<file path="src/rtl/ifetch_queue.sv">
// ifetch_queue: instruction fetch queue feeding the dispatch unit.
//
// Fetches 128-bit, 4-instruction lines from the instruction cache into a
// circular buffer of DEPTH lines. It presents one instruction at a time, in
// program order, together with its PC+4. A redirect flushes everything that is
// queued or in flight and restarts fetching at the target.
//
// Ports
//   clock              rising-edge clock
//   reset              asynchronous, active-low reset
//   ifetch_intruction  instruction at the read position
//   ifetch_pc_4        PC of the presented instruction + 4
//   ifetch_empty       1 = no valid instruction presented
//   Dispatch_ren       retire the presented instruction (ignored while empty)
//   Dispatch_jmp       redirect / flush request (wins over retire and return)
//   Dispatch_jmp_addr  redirect target, bits [1:0] ignored
//   Icache_rd_en       one-cycle registered fetch request
//   Icache_addr        16-byte aligned line address of the request
//   Icache_data        returned line, word k in bits [32k+31:32k]
//   Icache_valid       Icache_data valid this cycle (latency >= 1)
module ifetch_queue #(
  parameter int          DEPTH    = 4,
  parameter logic [31:0] RESET_PC = 32'h0000_0000
) (
  input  logic         clock,
  input  logic         reset,
  output logic [31:0]  ifetch_intruction,
  output logic [31:0]  ifetch_pc_4,
  output logic         ifetch_empty,
  input  logic         Dispatch_ren,
  input  logic         Dispatch_jmp,
  input  logic [31:0]  Dispatch_jmp_addr,
  output logic         Icache_rd_en,
  output logic [31:0]  Icache_addr,
  input  logic [127:0] Icache_data,
  input  logic         Icache_valid
);

  localparam int IDX_W = $clog2(DEPTH);
  localparam int PTR_W = IDX_W + 1;
  localparam logic [PTR_W-1:0] PTR_ONE = PTR_W'(1);
  localparam logic [PTR_W:0]   DEPTH_V = (PTR_W + 1)'(DEPTH);

  logic [PTR_W-1:0] wptr;
  logic [PTR_W-1:0] rptr;
  logic [PTR_W-1:0] count;
  logic [PTR_W:0]   reserved;
  logic [1:0]       offset;
  logic [31:0]      fetch_pc;
  logic [31:0]      read_pc;
  logic             pending;
  logic             discard;
  logic             issue;
  logic             retire;
  logic [127:0]     line_q [DEPTH];

  // Pointers carry a wrap bit, so the difference is the occupancy even when
  // the buffer is completely full.
  assign count        = wptr - rptr;
  assign ifetch_empty = (count == '0);

  // An outstanding request already owns a slot; this keeps the returning
  // line from ever landing on a line that is still being read.
  assign reserved = {1'b0, count} + {{PTR_W{1'b0}}, pending};
  assign issue    = !pending && !Dispatch_jmp && (reserved < DEPTH_V);
  assign retire   = Dispatch_ren && !ifetch_empty && !Dispatch_jmp;

  assign ifetch_intruction = line_q[rptr[IDX_W-1:0]][{offset, 5'b0} +: 32];
  assign ifetch_pc_4       = read_pc + 32'd4;

  always_ff @(posedge clock or negedge reset) begin
    if (!reset) begin
      wptr         <= '0;
      rptr         <= '0;
      offset       <= 2'd0;
      fetch_pc     <= RESET_PC;
      read_pc      <= RESET_PC;
      pending      <= 1'b0;
      discard      <= 1'b0;
      Icache_rd_en <= 1'b0;
      Icache_addr  <= RESET_PC;
      for (int i = 0; i < DEPTH; i++) begin
        line_q[i] <= '0;
      end
    end else begin
      Icache_rd_en <= issue;
      if (issue) begin
        Icache_addr <= fetch_pc;
        pending     <= 1'b1;
      end

      if (Dispatch_jmp) begin
        rptr     <= wptr;
        fetch_pc <= Dispatch_jmp_addr & 32'hFFFF_FFF0;
        read_pc  <= Dispatch_jmp_addr & 32'hFFFF_FFFC;
        offset   <= Dispatch_jmp_addr[3:2];
        // A return landing in the jump cycle closes the request outright;
        // otherwise the late return still has to be swallowed.
        if (pending && Icache_valid) begin
          pending <= 1'b0;
          discard <= 1'b0;
        end else if (pending) begin
          discard <= 1'b1;
        end
      end else begin
        if (Icache_valid && pending) begin
          pending <= 1'b0;
          discard <= 1'b0;
          if (!discard) begin
            line_q[wptr[IDX_W-1:0]] <= Icache_data;
            wptr                    <= wptr + PTR_ONE;
            fetch_pc                <= fetch_pc + 32'd16;
          end
        end
        if (retire) begin
          read_pc <= read_pc + 32'd4;
          offset  <= offset + 2'd1;
          if (offset == 2'd3) begin
            rptr <= rptr + PTR_ONE;
          end
        end
      end
    end
  end

endmodule

</file>
<file path="config.mk">
export PLATFORM = sky130hd
export DESIGN_NAME = ifetch_queue
export DESIGN_NICKNAME = d
export VERILOG_FILES = /design/src/rtl/ifetch_queue.sv
export SDC_FILE = /design/constraint.sdc
export NUM_CORES = 1
export LEC_CHECK = 0
export CORE_UTILIZATION = 45
export DETAILED_ROUTE_END_ITERATION = 6
export PLACE_DENSITY = 0.69
export SYNTH_ARGS = -nofsm -noshare
export SYNTH_HDL_FRONTEND = slang
export SYNTH_SLANG_ARGS = --single-unit
</file>
<file path="constraint.sdc">
create_clock -name clock -period 2.4 [get_ports clock]
set_clock_uncertainty 0.05 [all_clocks]
set_input_delay 0.48 -clock clock [delete_from_list [all_inputs] [get_ports clock]]
set_output_delay 0.48 -clock clock [all_outputs]
set_load 0.01 [all_outputs]
</file>
# After elaboration in Yosys (flattened, before gate mapping)
# Cells that the tools add are included.
# totals
output_inout_bits	98
ff_bits	619
input_bits	165
word_cells	72
# op_classes
addsub	7
n_lt_le_gt_ge	4
bitwise	4
eq_ne	2
n_shift	1
n_reduce_logical	19
muxes	22
# op_table
cell	count
$bwmux W512	1
$mux W128	3
$bmux W128 S2	1
$demux W128 S2	1
$mux W32	5
$shiftx A128 B8 Y32	1
$add A32 B3 Y32 const B	1
$add A32 B5 Y32 const B	1
$reduce_bool A2 Y1	5
$mux W3	3
$add A3 B1 Y3 const B	2
$ge A3 B3 Y1 const B	2
$logic_and A1 B1 Y1	6
$mux W1	6
$not A2 Y3	2
$reduce_and A2 Y1	3
$add A3 B1 Y4	1
$lt A4 B3 Y1 const B	1
$mux W2	2
$logic_not A1 Y1	3
$logic_not A3 Y1	1
$lt A3 B1 Y1 const B	1
$reduce_and A3 Y1	1
$sub A3 B3 Y3	1
4 further kinds	5

# Longest topological paths before layout
# Gate-level depths: netlist (run 1).
# logic_depth
word_depth	7
depth_mapped	9
ltp_nobuf	8

# Worst setup path before layout (run 1)
# OpenSTA, ideal clock, no wires.
# synth_timing
path_kind	reg-to-output
startpoint	register rptr[0]
endpoint	output port ifetch_intruction[0]
path_stages_with_launch	5
n_path_buf	2
t_required_ns	1.870
slack_ns	-0.161
arrival_time_ns	2.031
cell_sequence	dfrtp_1 -> buf_2 -> buf_2 -> mux4_2 -> mux4_2
# synth_between
elab_chain_cells	5
# synth_lines
item	line	rtl
from (decl)	45	logic [PTR_W-1:0] rptr;
from (signal assigned)	93	rptr <= wptr;
from (signal assigned)	119	rptr <= rptr + PTR_ONE;
$not A2 Y3 (implied by the code)	68	assign ifetch_intruction = line_q[rptr[IDX_W-1:0]][{offset, 5'b0} +: 32];
$bmux W128 S2	68	
$mux W128 (implied by the code) (2 in a row)	68	
$shiftx A128 B8 Y32	68	
to (decl)	27	output logic [31:0] ifetch_intruction,
# No other way between the ends. The select of a mux whose other input is x is not followed.

# Final worst setup path (run 1)
# layout_timing
startpoint	register rptr[0]
endpoint	output port ifetch_intruction[24]
# Same word-level chain as after synthesis.

==> results by group, run 1 <==
STA
  • Total setup violations reported at the end of the flow: 123
  • Number of slew-limit violations in the final report: 0
  • Highest clock frequency the design can meet: 0.308 GHz
  • Worst hold margin: 393 ps
  • Final number of hold-violating endpoints: 0
  • Post-route minimum period: 3250 ps
  • Final setup margin: -850 ps
  • Pin slew with the least headroom to its limit: 650 ps
  • Setup repair after global routing missed its margin: true
  • Part of the cycle the worst path needs: 135%
  • Slew margin rel.: 56.7%

Drt
  • Detailed-route via count: 17,400
  • First-pass iteration count of the detailed router: 5
  • Total Routed Length: 75,300 microns
  • Wire length per cell: 24.0 microns
  • DRC violation total after the first TritonRoute iteration: 973
  • Antenna violation net count after detailed routing: 0
  • Via count normalized by instance count: 5.54
  • DRC Markers: 0

Logic synthesis
  • Share of the yosys chip area belonging to registers: 54.4%
  • Post-Synth XOR/XNOR Area: 2.74%
  • Primary FF master, synth: sky130_fd_sc_hd__dfrtp_1
  • Post-Synthesis Cell Area: 28,000 sq um
  • Count of cell types in the netlist: 51
  • Cell type with the largest total area after synthesis: sky130_fd_sc_hd__dfrtp_1
  • Ranking of synthesized cells by area: sky130_fd_sc_hd__dfrtp_1, sky130_fd_sc_hd__mux2_2, sky130_fd_sc_hd__mux4_2
  • Synthesized-area fraction occupied by and/or/nand/nor cells: 3.31%
  • Post-Synthesis Mean Instance Area: 15.7 sq um
  • Cells after synthesis: 1,782
  • Share of the synthesized area in compound gates (AO/OA/AOI/OAI): 0.772%
  • Area share of fa/ha/maj cells after synthesis: 0.473%
  • Main combinational cell family by area after synthesis: multiplexers
  • Total of flip-flops plus latches after synthesis: 609
  • Fraction of synthesized area in multiplexers: 36.1%
  • EDFF count, synth: 0
  • Area share of the largest cell type after synthesis: 54.4%
  • Yosys warns: 0
  • Async set-or-reset flop fraction in the synthesized netlist: 100%

Finish
  • Fraction of final layout cells with drive strength greater than 1: 55.7%
  • Final core occ: 60.3%
  • Sequential cell area: 15,300 sq um
  • Area added between synthesis and finish: 32.6%
  • Layout net count: 2,427
  • FILL cells: 4,469
  • Post-route cell area: 37,200 sq um
  • Area of the multi-input gates: 13,000 sq um

Worst setup path
  • Ordered cell list for the critical path: buf_6, buf_12, buf_4, clkbuf_16, mux4_2, mux4_2, buf_6
  • Slowest Stage Delay on Critical Path: 480 ps
  • Data required time of the critical path: 1870 ps
  • Arrival time of data at the critical path endpoint: 2720 ps
  • Startpoint type of the worst setup path: flip-flop
  • Critical path buffers and inverters: 5
  • Capturing element type of the critical path: output port
  • Crit Path Class: reg2out
  • Largest fanout on the critical path: 5
  • Slowest library cell on the worst path: sky130_fd_sc_hd__dfrtp_4
  • Kind of cell adding the most delay to the critical path: multiplexers

Clock tree
  • Largest buffer count on any clock path: 3
  • Maximum level of the CTS H-tree: 3
  • Latest clock arrival within the worst-skew pair: 600 ps
  • Total clock buffers created by CTS: 66
  • Clk slew on worst S/H paths: 60 ps
  • Root cell of the clock tree: sky130_fd_sc_hd__clkbuf_16
  • Clock sink count: 609
  • Clock tree from TritonCTS: done

Outcome
  • Run status: finished, violations left
  • Failing checks: setup timing

Pwr
  • Overall Power: 45.1 mW
  • Power density over the cells: 1210 nW/um^2
  • Worst ir drop on vdd: 843 uV
  • Leakage component of the power: 16.9 nW

Floorplan
  • Core outline area: 61,600 sq um
  • Number of placement rows: 91
  • IO Count: 263
  • Die boundary width: 252 microns
  • Initial core utilization: 45.5%
  • Die Y-Extent: 252 microns
  • Area enclosed by the die boundary: 63,300 sq um

Placement
  • Post-detailed-placement half-perimeter wirelength: 49,900 microns
  • GPL Wtd Cong: 0.820
  • Buffers on Ports: 254
  • Placed inst area: 33,300 sq um

Global route
  • Initial antenna violation count: 23
  • Global-route wire length before repair: 116,000 microns
  • Maximum number of pins on one net before global-route repair: 67
  • Total track usage: 24.0%
  • Sum of overflow across all layers after global routing: 0
  • Number of global-route vias before repair: 19,100

Min path
  • Worst min path class: in2async

Job
  • Number of maximum-capacitance violations: 0
==> synthesized netlist by cell type (6+ instances only) <==
library cell,number
sky130_fd_sc_hd__xor2_1,41
sky130_fd_sc_hd__a21oi_1,15
sky130_fd_sc_hd__nand4_1,19
sky130_fd_sc_hd__buf_2,72
sky130_fd_sc_hd__nor2_1,32
sky130_fd_sc_hd__mux4_2,160
sky130_fd_sc_hd__dfrtp_1,609
sky130_fd_sc_hd__and3_1,8
sky130_fd_sc_hd__nor3_1,11
sky130_fd_sc_hd__inv_1,10
sky130_fd_sc_hd__nand3_1,20
sky130_fd_sc_hd__nor4_1,6
sky130_fd_sc_hd__o21ai_0,9
sky130_fd_sc_hd__mux2_2,576
sky130_fd_sc_hd__xnor2_1,44
sky130_fd_sc_hd__clkbuf_1,36
sky130_fd_sc_hd__nand2_1,42
sky130_fd_sc_hd__buf_4,9
sky130_fd_sc_hd__ha_1,9
==> per-layer routing <==
| layer | track usage [%] | routed length, microns | up-vias |
|---|---|---|---|
| met5 | 0 | 161 | - |
| met2 | 37.9 | 36000 | 460 |
| met3 | 6.00 | 4840 | 133 |
| li1 | - | - | 7576 |
| met1 | 32.9 | 32400 | 9237 |
| met4 | 7.20 | 1840 | 26 |
==> placed cells by master (no fill, tap or decap), types with 7 or more instances in the layout <==
cell,n
sky130_fd_sc_hd__dfrtp_1,603
sky130_fd_sc_hd__mux2_2,561
sky130_fd_sc_hd__clkdlybuf4s50_1,190
sky130_fd_sc_hd__mux4_2,160
sky130_fd_sc_hd__buf_4,149
sky130_fd_sc_hd__buf_6,73
sky130_fd_sc_hd__clkbuf_16,69
sky130_fd_sc_hd__buf_12,64
sky130_fd_sc_hd__xnor2_1,32
sky130_fd_sc_hd__xor2_1,30
sky130_fd_sc_hd__buf_2,25
sky130_fd_sc_hd__nand2_1,24
sky130_fd_sc_hd__nand4_1,19
sky130_fd_sc_hd__clkbuf_8,19
sky130_fd_sc_hd__nor2_1,16
sky130_fd_sc_hd__nor2_4,15
sky130_fd_sc_hd__mux2_4,15
sky130_fd_sc_hd__nand2_4,12
sky130_fd_sc_hd__a21oi_1,12
sky130_fd_sc_hd__clkbuf_1,12
sky130_fd_sc_hd__nand3_1,11
sky130_fd_sc_hd__xor2_2,10
sky130_fd_sc_hd__clkinv_2,10
sky130_fd_sc_hd__inv_1,9
sky130_fd_sc_hd__buf_16,9
sky130_fd_sc_hd__xnor2_2,8
sky130_fd_sc_hd__ha_1,7
==> sequential cells by signal, summed over array words and instances, names as in the netlist <==
register	count
line_q	512
read_pc	30
Icache_addr	28
fetch_pc	28
rptr	3
wptr	3
offset	2
Icache_rd_en	1
discard	1
pending	1
==> metrics by stage <==
step	TNS (ps)	setup WS, ps	cells
after floorplan	-70.4	-35.2	1787
after global placement	-98440	-486	2946
after detailed placement	-106760	-524	2946
after CTS	-66470	-885	3125
after global routing	-74460	-903	3141
final	-65430	-850	3145
==> kinds of logic (layout without fill, tap and decap cells) <==
group                      after synthesis  after routing
muxes                                  738            738
other                                    1             12
and+or+nand+nor                        167            167
buffers and inverters                  134            649
adders and majority gates               10             10
AOI/OAI and AO/OA                       37             37
DFF                                    609            609
xor gates and xnor gates                86             86
==> worst paths after layout <==
check	startpoint	to	slack (ps)	depth (start not counted)
worst max-delay path	rptr[0]$_DFFE_PN0P_	ifetch_intruction[24]	-850	7
worst min-delay path	reset	read_pc[12]$_DFFE_PN0P_	390	2
worst max register to register	rptr[0]$_DFFE_PN0P_	read_pc[22]$_DFFE_PN0P_	-610	13
worst min register to register	Icache_addr[30]$_DFFE_PN0P_	Icache_addr[30]$_DFFE_PN0P_	430	2
max in group asynchronous	reset	line_q[52]$_DFFE_PN0P_	1060	4
min in group clock	Icache_addr[30]$_DFFE_PN0P_	Icache_addr[30]$_DFFE_PN0P_	430	2
==> timing repair <==
item	4_1_cts	5_1_grt
pin swaps	60	36
setup endpoints to repair	127	124
cloned	12	1
buffers inserted	51	24
hold endpoints to repair	37	0
gates resized for setup	455	74
hold buffers	1	0
==> where the power goes <==
group / internal (mW) / switching, mW / total, mW
Clock: 6.03 / 4.24 / 10.3
Combinational: 11.4 / 6.99 / 18.4
Sequential: 14.2 / 2.22 / 16.4
==> final cells by class <==
cell class / instances / area share (%)
Sequential cell: 609 / 41.0
Multi-Input combinational cell: 1044 / 34.9
Timing Repair Buffer: 520 / 15.2
Clock buffer: 99 / 5.40
Tap cell: 837 / 2.82
Clock inverter: 19 / 0.505
Inverter: 11 / 0.111
Antenna cell: 6 / 0.0404
Note: power is estimated with default switching activity, not from simulation.
==> inputs of run 2 (changes only) <==
- ABC_CLOCK_PERIOD_IN_PS: not set -> 2400
==> results of run 2 <==
Final layout, timing and power as in run 1 (identical DEF).
==> inputs of run 3 (changes only) <==
- MAX_ROUTING_LAYER: not set -> met4
- SLEW_MARGIN: not set -> 30
==> run 3 against run 2 <==
The run still ends with setup timing left. Flip-flop and latch count is the same. Count of clock-buffer cells in the layout is the same. Combinational power is essentially flat. Clock power is essentially flat. Via count grew 0.31%. Worst setup slack is essentially flat. Hold slack gained 7.8 ps. Non-clock buffer count is the same. Global-route usage grew 0.72 points. Die area is the same. Cell count grew 0.45%. Routed wire length is essentially flat. Critical path type unchanged. Largest power group unchanged. Highest routed layer is now met4.
==> results by group, run 3 (same netlist as run 1, synthesis figures left out) <==
Drt
  • Wire length per cell: 23.9 microns
  • First-pass iteration count of the detailed router: 4
  • DRC Markers: 0
  • Total Routed Length: 75,400 microns
  • Antenna violation net count after detailed routing: 0
  • Via count normalized by instance count: 5.54
  • DRC violation total after the first TritonRoute iteration: 972
  • Detailed-route via count: 17,500

Clock tree
  • Largest buffer count on any clock path: 3
  • Latest clock arrival within the worst-skew pair: 610 ps
  • Clock sink count: 609
  • Clk slew on worst S/H paths: 60 ps
  • Root cell of the clock tree: sky130_fd_sc_hd__clkbuf_16
  • Clock tree from TritonCTS: done
  • Total clock buffers created by CTS: 66
  • Maximum level of the CTS H-tree: 3

Placement
  • Buffers on Ports: 254
  • Post-detailed-placement half-perimeter wirelength: 49,900 microns
  • GPL Wtd Cong: 0.833

Worst setup path
  • Kind of cell adding the most delay to the critical path: multiplexers
  • FF-to-FF End: read_pc[22]$_DFFE_PN0P_
  • Worst reg2reg startpoint: rptr[0]$_DFFE_PN0P_
  • Largest fanout on the critical path: 5
  • Slowest library cell on the worst path: sky130_fd_sc_hd__mux4_2
  • Startpoint type of the worst setup path: flip-flop
  • Arrival time of data at the critical path endpoint: 2720 ps
  • Capturing element type of the critical path: output port
  • Cell repeated most along the worst path: sky130_fd_sc_hd__buf_12
  • Critical path buffers and inverters: 5
  • Data required time of the critical path: 1870 ps
  • Crit Path Class: reg2out
  • Slowest Stage Delay on Critical Path: 510 ps
  • Worst reg2reg path depth: 13
  • Reg-to-reg slack, setup: -620 ps
  • Ordered cell list for the critical path: buf_6, buf_12, buf_12, buf_12, mux4_2, mux4_2, buf_6

Finish
  • Number of flip-flops under the largest register name: 512
  • Fraction of final layout cells with drive strength greater than 1: 55.7%
  • Register bank with the most flops: line_q
  • Area added between synthesis and finish: 32.8%
  • Final core occ: 60.4%
  • FILL cells: 4,466
  • Commonest non-fill, non-tap cells in the layout: sky130_fd_sc_hd__dfrtp_1, sky130_fd_sc_hd__mux2_2, sky130_fd_sc_hd__clkdlybuf4s50_1
  • Most frequent standard cell in the layout excluding fill and tap cells: sky130_fd_sc_hd__dfrtp_1
  • Layout net count: 2,427
  • Top flop regs: line_q x512, read_pc x30

Outcome
  • Run status: finished, violations left
  • Failing checks: setup timing

Pwr
  • Overall Power: 45.1 mW
  • Power density over the cells: 1210 nW/um^2
  • Worst ir drop on vdd: 843 uV
  • Leakage component of the power: 16.9 nW

Job
  • Number of maximum-capacitance violations: 0

Floorplan
  • Core outline area: 61,600 sq um
  • IO Count: 263
  • Area enclosed by the die boundary: 63,300 sq um
  • Initial core utilization: 45.5%
  • Number of placement rows: 91
  • Die Y-Extent: 252 microns
  • Die boundary width: 252 microns

Global route
  • Initial antenna violation count: 23
  • Maximum number of pins on one net before global-route repair: 67
  • Number of global-route vias before repair: 19,100
  • Met2 Resource Use GR: 37.8%
  • Sum of overflow across all layers after global routing: 0
  • Routing usage on met1: 32.9%
  • GRT busiest layer: met2
  • Global-route wire length before repair: 116,000 microns
  • Total track usage: 24.8%
  • Met3 GRT Util: 6.08%

STA
  • Post-route minimum period: 3250 ps
  • Final number of hold-violating endpoints: 0
  • Highest clock frequency the design can meet: 0.308 GHz
  • Pin slew with the least headroom to its limit: 661 ps
  • Worst hold margin: 401 ps
  • Part of the cycle the worst path needs: 135%
  • Total setup violations reported at the end of the flow: 123
  • Number of slew-limit violations in the final report: 0
  • Total Negative Setup Slacks: -65,880 ps
  • Slew margin rel.: 55.9%
  • Setup repair after global routing missed its margin: true
  • Final setup margin: -851 ps

Min path
  • Worst min path class: in2async
-- run 3: changes by cell type in the layout (fill, tap and decap cells not counted) --
cell | before | now
sky130_fd_sc_hd__diode_2 | 6 | 20
-- run 3: stage by stage --
stage,instances,setup WS [ps],cell area [sq um]
2_1_floorplan,1787,-35.2,28100
3_3_place_gp,2946,-486,33300
3_5_place_dp,2946,-524,33300
4_1_cts,3125,-885,36800
5_1_grt,3157,-903,37200
6_report,3159,-851,37200
-- run 3: layout make-up --
class	count	area (sq um)	share of cell area, %
Timing Repair Buffer	520	5630	15.1
Multi-Input combinational cell	1044	13000	34.9
Clock buffer	99	2010	5.40
Antenna cell	20	50.0	0.135
Sequential cell	609	15300	41.0
Clock inverter	19	188	0.504
Tap cell	837	1050	2.81
Inverter	11	41.3	0.111
-- run 3: where the power goes --
group | internal [mW] | switching, mW | leakage, nW
clock | 6.03 | 4.25 | 1.09
sequential | 14.2 | 2.21 | 7.78
combinational | 11.4 | 6.98 | 7.99
-- run 3: worst max path at each step --
stage / start / end / depth (start not counted)
2_1_floorplan: wptr[0]$_DFFE_PN0P_ / Icache_addr[28]$_DFFE_PN0P_ / 8
3_3_place_gp: rptr[0]$_DFFE_PN0P_ / ifetch_intruction[15] / 5
3_5_place_dp: rptr[0]$_DFFE_PN0P_ / ifetch_intruction[3] / 5
4_1_cts: rptr[0]$_DFFE_PN0P_ / ifetch_intruction[9] / 6
5_1_grt: rptr[0]$_DFFE_PN0P_ / ifetch_intruction[22] / 7
6_report: rptr[0]$_DFFE_PN0P_ / ifetch_intruction[0] / 7
-- run 3: repair_timing --
item / CTS / global route
endpoints found under the hold margin: 37 / 0
cloned: 12 / 1
buffers inserted: 51 / 24
pin swaps: 60 / 36
resized for setup: 455 / 74
hold buffers: 1 / 0
endpoints found under the setup margin: 127 / 124
-- run 3: routing by layer --
layer / vias up / share of wire [%] / routed length, microns
li1: 7595 / - / -
met1: 9320 / 44 / 32800
met2: 459 / 48 / 36200
met3: 112 / 6.3 / 4710
met4: 0 / 2.2 / 1650
met5: - / 0 / 0
